### config.mk
export PLATFORM = sky130hd
export DESIGN_NAME = fwd_hazard_unit
export DESIGN_NICKNAME = d
export VERILOG_FILES = /design/src/rtl/fwd_hazard_unit.sv
export SDC_FILE = /design/constraint.sdc
export NUM_CORES = 1
export LEC_CHECK = 0
export BUFFER_PORTS_ARGS = -buffer_cell sky130_fd_sc_hd__buf_2
export CAP_MARGIN = 20
export CORE_MARGIN = 4
export CORE_UTILIZATION = 53
export CTS_CLUSTER_SIZE = 24
export DETAILED_ROUTE_END_ITERATION = 16
export PLACE_DENSITY = 0.85
export SYNTH_ARGS = -nofsm -noshare
export SYNTH_HDL_FRONTEND = slang
export SYNTH_SLANG_ARGS = --single-unit
### constraint.sdc
create_clock -name clk_in -period 2.6 [get_ports clk_in]
set_clock_uncertainty 0.05 [all_clocks]
set_input_delay 0.39 -clock clk_in [delete_from_list [all_inputs] [get_ports clk_in]]
set_output_delay 0.39 -clock clk_in [all_outputs]
set_load 0.01 [all_outputs]
### src/rtl/fwd_hazard_unit.sv
// fwd_hazard_unit
//   Control side of the EX-stage 3:1 operand forwarding muxes. Tracks
//   destination-register metadata through ID/EX, EX/MEM and MEM/WB. Produces
//   the forward selects for ALU operands A and B. Detects load-use hazards
//   and bubbles its own ID/EX slot. Counts stalls in a saturating counter.
//
//   Select encoding: 00 = register file, 01 = MEM/WB result,
//                    10 = EX/MEM result, 11 = never driven.
//
// Ports
//   clk_in, rst_n_in          clock, synchronous active-low reset
//   id_*_in                   decoded metadata of the instruction in ID
//   flush_in                  squash the ID instruction (taken branch/jump)
//   Forward_A_out/_B_out      operand mux selects for the instruction in EX
//   stall_out                 freeze PC and IF/ID this cycle
//   stall_count_out           load-use stalls since reset, saturating

// One operand's forward select. It is instantiated once per ALU operand.
module fwd_sel #(
  parameter int REG_ADDR_W = 5
) (
  input  logic                  src_valid,
  input  logic                  src_use,
  input  logic [REG_ADDR_W-1:0] src_reg,
  input  logic                  exmem_rw,
  input  logic [REG_ADDR_W-1:0] exmem_rd,
  input  logic                  memwb_rw,
  input  logic [REG_ADDR_W-1:0] memwb_rd,
  output logic [1:0]            sel
);
  logic need;
  assign need = src_valid & src_use;

  // EX/MEM is checked first because it holds the newer value.
  // Register 0 is hard-wired, so it is never forwarded.
  always_comb begin
    sel = 2'b00;
    if (need & exmem_rw & (exmem_rd != '0) & (exmem_rd == src_reg))
      sel = 2'b10;
    else if (need & memwb_rw & (memwb_rd != '0) & (memwb_rd == src_reg))
      sel = 2'b01;
  end
endmodule

module fwd_hazard_unit #(
  parameter int REG_ADDR_W  = 5,
  parameter int STALL_CNT_W = 16
) (
  input  logic                   clk_in,
  input  logic                   rst_n_in,
  input  logic                   id_valid_in,
  input  logic [REG_ADDR_W-1:0]  id_rs_in,
  input  logic [REG_ADDR_W-1:0]  id_rt_in,
  input  logic                   id_uses_rs_in,
  input  logic                   id_uses_rt_in,
  input  logic [REG_ADDR_W-1:0]  id_rd_in,
  input  logic                   id_reg_write_in,
  input  logic                   id_mem_read_in,
  input  logic                   flush_in,
  output logic [1:0]             Forward_A_out,
  output logic [1:0]             Forward_B_out,
  output logic                   stall_out,
  output logic [STALL_CNT_W-1:0] stall_count_out
);
  localparam int NUM_OPS = 2;  // operand A, operand B

  typedef struct packed {
    logic                  valid;
    logic [REG_ADDR_W-1:0] rs;
    logic [REG_ADDR_W-1:0] rt;
    logic                  uses_rs;
    logic                  uses_rt;
    logic [REG_ADDR_W-1:0] rd;
    logic                  reg_write;
    logic                  mem_read;
  } idex_t;

  typedef struct packed {
    logic [REG_ADDR_W-1:0] rd;
    logic                  reg_write;
    logic                  mem_read;
  } wb_t;

  idex_t                  idex, idex_d;
  wb_t                    exmem, memwb;
  logic [STALL_CNT_W-1:0] stall_cnt;
  logic                   bubble;

  // A load in ID/EX whose result the ID instruction needs. The value is not
  // available until MEM/WB, so the consumer has to wait one cycle.
  assign stall_out = idex.valid & idex.mem_read & (idex.rd != '0) & id_valid_in &
                     ((id_uses_rs_in & (id_rs_in == idex.rd)) |
                      (id_uses_rt_in & (id_rt_in == idex.rd)));

  assign bubble = stall_out | flush_in | ~id_valid_in;

  always_comb begin
    idex_d.valid     = id_valid_in;
    idex_d.rs        = id_rs_in;
    idex_d.rt        = id_rt_in;
    idex_d.uses_rs   = id_uses_rs_in;
    idex_d.uses_rt   = id_uses_rt_in;
    idex_d.rd        = id_rd_in;
    idex_d.reg_write = id_reg_write_in;
    idex_d.mem_read  = id_mem_read_in;
    if (bubble) begin
      idex_d.valid     = 1'b0;
      idex_d.reg_write = 1'b0;
      idex_d.mem_read  = 1'b0;
    end
  end

  always_ff @(posedge clk_in) begin
    if (!rst_n_in) begin
      idex      <= '0;
      exmem     <= '0;
      memwb     <= '0;
      stall_cnt <= '0;
    end else begin
      memwb     <= exmem;
      exmem     <= '{rd: idex.rd, reg_write: idex.reg_write, mem_read: idex.mem_read};
      idex      <= idex_d;
      if (stall_out && (stall_cnt != '1))
        stall_cnt <= stall_cnt + STALL_CNT_W'(1);
    end
  end

  assign stall_count_out = stall_cnt;

  // The mem_read bit rides along in the later slots for debug visibility.
  // No logic here consumes it.
  logic unused_mem_read;
  assign unused_mem_read = exmem.mem_read ^ memwb.mem_read;

  // Per-operand select lanes: lane 0 uses rs, lane 1 uses rt.
  logic [NUM_OPS-1:0][REG_ADDR_W-1:0] op_reg;
  logic [NUM_OPS-1:0]                 op_use;
  logic [NUM_OPS-1:0][1:0]            op_sel;

  assign op_reg = {idex.rt, idex.rs};
  assign op_use = {idex.uses_rt, idex.uses_rs};

  genvar g;
  generate
    for (g = 0; g < NUM_OPS; g++) begin : g_op
      fwd_sel #(.REG_ADDR_W(REG_ADDR_W)) u_sel (
        .src_valid (idex.valid),
        .src_use   (op_use[g]),
        .src_reg   (op_reg[g]),
        .exmem_rw  (exmem.reg_write),
        .exmem_rd  (exmem.rd),
        .memwb_rw  (memwb.reg_write),
        .memwb_rd  (memwb.rd),
        .sel       (op_sel[g])
      );
    end
  endgenerate

  assign Forward_A_out = op_sel[0];
  assign Forward_B_out = op_sel[1];
endmodule

# Yosys cells after proc, flatten, opt, wreduce, memory -nomap -nowiden

Cells that the tools add are included.

$add $sub $neg: 1
Equality and inequality tests: 7
Multiplexer cells: 4
Bitwise gates (word level): 25
Reductions and logical operators: 5

Operators with widths:

| cell                    | count |
|---|---|
| $eq A5 B5 Y1            | 6 |
| $and A1 B1 Y1           | 20 |
| $add A16 B1 Y16 const B | 1 |
| $ne A16 B16 Y1 const B  | 1 |
| $reduce_bool A5 Y1      | 3 |
| $mux W2                 | 2 |
| $or A1 B1 Y1            | 3 |
| $mux W1                 | 2 |
| $not A1 Y1              | 2 |
| $reduce_or A2 Y1        | 1 |
| $logic_and A1 B1 Y1     | 1 |

Flip-flop bits (word level): 48
Bits of input ports: 23
Output and inout port bits: 21

# Depth between registers and ports, before layout

Word-level depth: 7
Depth in mapped cells: 10
Gate-level depth less buffers: 7

# Modules after synthesis

A second synthesis with hierarchy kept.

Cells, all modules: 229
Area, all modules: 2,207.1 um^2

Modules (own cells, without submodules):

| module          | instances | cells each | area each (um^2) | seq. area each (um^2) |
|---|---|---|---|---|
| fwd_hazard_unit | 1         | 187        | 1,891.8          | 960.9 |
| fwd_sel         | 2         | 21         | 157.7            | 0.0 |

# Worst setup path before layout

No wires, ideal clock.

Path kind: reg2reg
From: reg stall_cnt[0] (netlist: stall_count_out[0])
To: reg stall_cnt[1] (netlist: stall_count_out[1])
Library setup time: 0.128 ns
Arrival: 2.056 ns
Slack: 0.366 ns
Stages on the path, launching flop included: 11
Path buffers: 3
Clock period less this slack: 2.234 ns
Cells stage by stage: dfxtp_1 > ha_1 > inv_1 > or2_1 > buf_6 > or4_4 > nand3_2 > buf_6 > buf_12 > mux2i_1 > nor2_1

Longest elaborated chain between the ends: 2

RTL lines:

| element                                                 | RTL line | RTL |
|---|---|---|
| start: declaration                                      | 86       | `logic [STALL_CNT_W-1:0] stall_cnt;` |
| start signal: assignment                                | 124      | `stall_cnt <= stall_cnt + STALL_CNT_W'(1);` |
| branches (longest 2 deep; another with $add A16 B1 Y16) | n/a      |  |

Parallel ways; which one is timed is not known.
A chain may end at the register's enable or synchronous reset.

# Worst setup path in the final report

From: reg idex[3] (netlist name)
To: reg stall_cnt[11] (netlist: stall_count_out[11])

Longest elaborated chain between the ends: 5

RTL lines:

| element                                              | RTL line   | RTL |
|---|---|---|
| start: declaration                                   | 84         | `idex_t idex, idex_d;` |
| start signal: assignment                             | 122        | `idex <= idex_d;` |
| $eq A5 B5 Y1, or another cell as far along           | 92         | `((id_uses_rs_in & (id_rs_in == idex.rd)) \|` |
| $and A1 B1 Y1, on equally long branches              | 92, 91, 93 |  |
| $or A1 B1 Y1 / $and A1 B1 Y1 (equally long branches) | 92, 91     |  |
| $and A1 B1 Y1 (*)                                    | 91         | `assign stall_out = idex.valid & idex.mem_read & (idex.rd != '0) & id_valid_in &` |
| $logic_and A1 B1 Y1 (*)                              | 123        | `if (stall_out && (stall_cnt != '1))` |

Mark *: on every way between the ends. The rest lies on a longest branch, timed or not.

==> impl_results.md <==
- Run status: complete, no violations
- Cell Count Post-Placement: roughly 300
- Remaining routing DRC violations: 0
- Fmax: 430 MHz
- Place WS: around 0.23 ns
- Critical path class: flop to flop
- Leading cell type in the layout, fill and taps excluded: sky130_fd_sc_hd__dfxtp_1
- Worst vdd rail ir drop: between 0.5 and 0.6 mV
- RSZ-0062 raised after global routing: no
- Depth of the worst register-to-register path: 6
- Wire length per cell after detailed routing: around 13 µm
- Finished Layout Cells: slightly above 300
- Global routing usage summed across all routing layers: 0.167
- Port Buffer Count: 43
- DRC violation total after the first TritonRoute iteration: 80
- Worst slew slack as a fraction of its limit: 0.693
- Top layer used by detailed routing: met4
- Site row count: 22
- Part of the cycle the worst path needs: 0.895
- Post-route design area: between 0.002 and 0.0025 mm²
- Final Critical Period: approximately 2.3 ns
- Post-synth design cell area: 0.00208 mm²
- WL final: 4110 µm
- Synth unique cells: 33
- Met2 WL post-DR: 1980 µm
- TritonCTS clock tree: built
- Class of the most critical hold timing path: primary input to flop
- Initial antenna violation count: 0
- Layout-stage area growth over the synthesis result: 16.5%
- Count of boundary I/O pins: between 40 and 50
- Maximum Capacitance Violations: 0
- Cell area power density: slightly below 600 mW/mm²
- CTS Buf Count: 5
- Final hold violation count: 0
- Number of vias after detailed routing: 1,633
- Clock slew seen by the registers of the worst setup and hold paths: approximately 0.08 ns
- Vias per inst: approximately 5.3
- Total negative slack for setup checks: 0 ns
- Post-cts hold buffer count: 0
- Post-layout net count: between 200 and 300
- Metal-1 WL: 1950 µm
- Crit path setup slack, layout: about 0.27 ns
- Commonest non-fill, non-tap cells in the layout: 48 x sky130_fd_sc_hd__dfxtp_1, 43 x sky130_fd_sc_hd__buf_2, 33 x sky130_fd_sc_hd__and2_1
- Number of resized instances in the post-cts repair step: 0
- Total Power: roughly 0.0014 W
- Clock latency reported for the late side of the worst-skew pair: a little under 0.3 ns
- R2R setup slack: 0.27 ns
- Nature of the critical path startpoint: flop
- Die ar.: between 0.004 and 0.005 mm²
- Setup-failing EPs final: 0
- Area of the core: around 0.0037 mm²
- Total met3 wirelength after detailed routing: roughly 170 µm
- Overall die width: roughly 71 µm
- CP Capture Point: stall_count_out[11]$_SDFFE_PN0P_
- Root buffer selected by CTS: sky130_fd_sc_hd__clkbuf_8
- Worst reg2reg startpoint: idex[3]$_SDFF_PN0_
- Fillers: between 300 and 400
- Initial standard-cell utilization of the core: 0.561
- Maximum number of pins on one net before global-route repair: 37
- Number of max-slew violations in the final report: 0
- Startpoint of the most critical setup path: idex[3]$_SDFF_PN0_
- Longest Clk Path Bufs: 2
- Number of antenna repair diodes: 0
- Reg-to-reg endpoint: stall_count_out[11]$_SDFFE_PN0P_
- Post-CTS Setup Inserts: 0
- Storage element area: slightly below 0.001 mm²
- Instance area after placement: 0.00230 mm²
- Arr. time, crit path: around 2.5 ns
- FF+latch count, synth: 48
- Syn Area/Cell: around 9.5 µm²
- Count of warnings emitted by yosys: 0
- Maximum fanout encountered on the critical timing path: 24
- DR pass1 iterations: 4
- Vias in the first global route: around 1,500
- Final GP Congestion: between 0.7 and 0.8
- Synthesized netlist cell count: around 220
- Dpl hpwl: a little over 3000 µm
- First-pass GRT wire length: about 6800 µm
- Total global routing overflow: 0
- Syn_nets: approximately 240
- Number of sinks handled by clock tree synthesis: 48
- H-tree Lvls: 2
- Worst Setup End Kind: flop
- Number of antenna-violating nets in the routed design: 0
- Area of combinational cells with multiple inputs: approximately 0.0010 mm²
- Transition time at the pin with the least slew margin: about 0.46 ns
- Layout cell share with drive strength beyond 1: 0.209
- Critical path data required time: about 2.8 ns
- Leakage power total: 0.959 nW
- Die Span Y: a little over 70 µm
- Portion of the post-synthesis area used by sequential elements: 0.461
-- sequential cells by signal, indices dropped and copies added, names as in the netlist --
signal and count:
idex 20, exmem 6, memwb 6, stall_count_out 16
-- layer usage --
| metal | vias to the layer above | track usage |
|---|---|---|
| met5 | - | 0 |
| met4 | 0 | 0.0543 |
| met3 | 2 | 0.0497 |
| met2 | 35 | 0.257 |
| met1 | 758 | 0.225 |
| li1 | 838 | - |
-- layout make-up --
type                       count  area share
multi-input combinational    160       0.433
sequential                    48       0.396
timing repair buffer          44      0.0918
clock buffer                   6      0.0340
tap                           48      0.0248
clock inverter                 2      0.0160
inverter                       3     0.00464
-- critical path, stage by stage (launching register included) --
cell and delay [ns]:
sky130_fd_sc_hd__dfxtp_1 0.44, sky130_fd_sc_hd__xnor2_1 0.15, sky130_fd_sc_hd__nand4_1 0.12, sky130_fd_sc_hd__o22ai_1 0.32, sky130_fd_sc_hd__nand3_2 0.43, sky130_fd_sc_hd__or4_1 0.61
sky130_fd_sc_hd__a21oi_1 0.15
-- per-stage QoR --
| step | hold slack [ns] | util |
|---|---|---|
| global route | 0.224 | 0.653 |
| finish | 0.225 | 0.653 |
| CTS | 0.212 | 0.653 |
| floorplan | 0.362 | - |
| detailed placement | 0.372 | 0.620 |
| global placement | 0.372 | 0.620 |
-- worst min path at each step --
| stage | startpoint | endpoint | cells past startpoint |
|---|---|---|---|
| final | flush_in | idex[19]$_SDFF_PP0_ | 2 |
| after global placement | idex[1]$_SDFF_PP0_ | exmem[1]$_SDFF_PN0_ | 1 |
| after detailed placement | idex[1]$_SDFF_PP0_ | exmem[1]$_SDFF_PN0_ | 1 |
| after global routing | flush_in | idex[19]$_SDFF_PP0_ | 2 |
| after floorplan | idex[1]$_SDFF_PP0_ | exmem[1]$_SDFF_PN0_ | 1 |
| after CTS | flush_in | idex[19]$_SDFF_PP0_ | 2 |
-- cell usage after synthesis (all sizes together) --
cell | n | area share
nor3 | 1 | 0.0024
buf | 3 | 0.020
xnor2 | 27 | 0.11
ha | 1 | 0.0060
nor2b | 1 | 0.0030
o21bai | 1 | 0.0036
o22ai | 1 | 0.0030
and2 | 33 | 0.099
or4 | 8 | 0.031
o31ai | 4 | 0.014
or3 | 5 | 0.015
a311oi | 1 | 0.0042
clkbuf | 5 | 0.0090
nand4 | 9 | 0.030
nor4b | 2 | 0.0084
inv | 3 | 0.0054
xor2 | 5 | 0.021
nand2 | 14 | 0.025
o211ai | 1 | 0.0036
nand2b | 3 | 0.0090
a21oi | 10 | 0.024
mux2i | 3 | 0.014
o21ai | 7 | 0.017
nor2 | 9 | 0.016
nor4 | 6 | 0.018
or2 | 1 | 0.0030
nand3 | 7 | 0.019
dfxtp | 48 | 0.46
-- power breakdown --
part / total (W) / internal [W] / leakage (nW) / switching, W
Clock: 0.000548 / 0.000314 / 0.0614 / 0.000233
Sequential: 0.000778 / 0.000756 / 0.393 / 0.0000218
Combinational: 0.0000931 / 0.0000541 / 0.504 / 0.0000390
-- cell families (layout without fill, tap and decap cells) --
logic type               count (synthesis)  after routing  share of synthesized area
XOR/XNOR                                32             32                      0.135
multiplexers                             3              3                     0.0144
flip-flops                              48             48                      0.461
AND/OR/NAND/NOR                         99             99                      0.279
buffers and inverters                   11             55                     0.0348
adder cells (fa/ha/maj)                  1              1                    0.00601
AO/OA/AOI/OAI                           25             25                     0.0697
No activity file was read; power rests on OpenSTA's default activity.
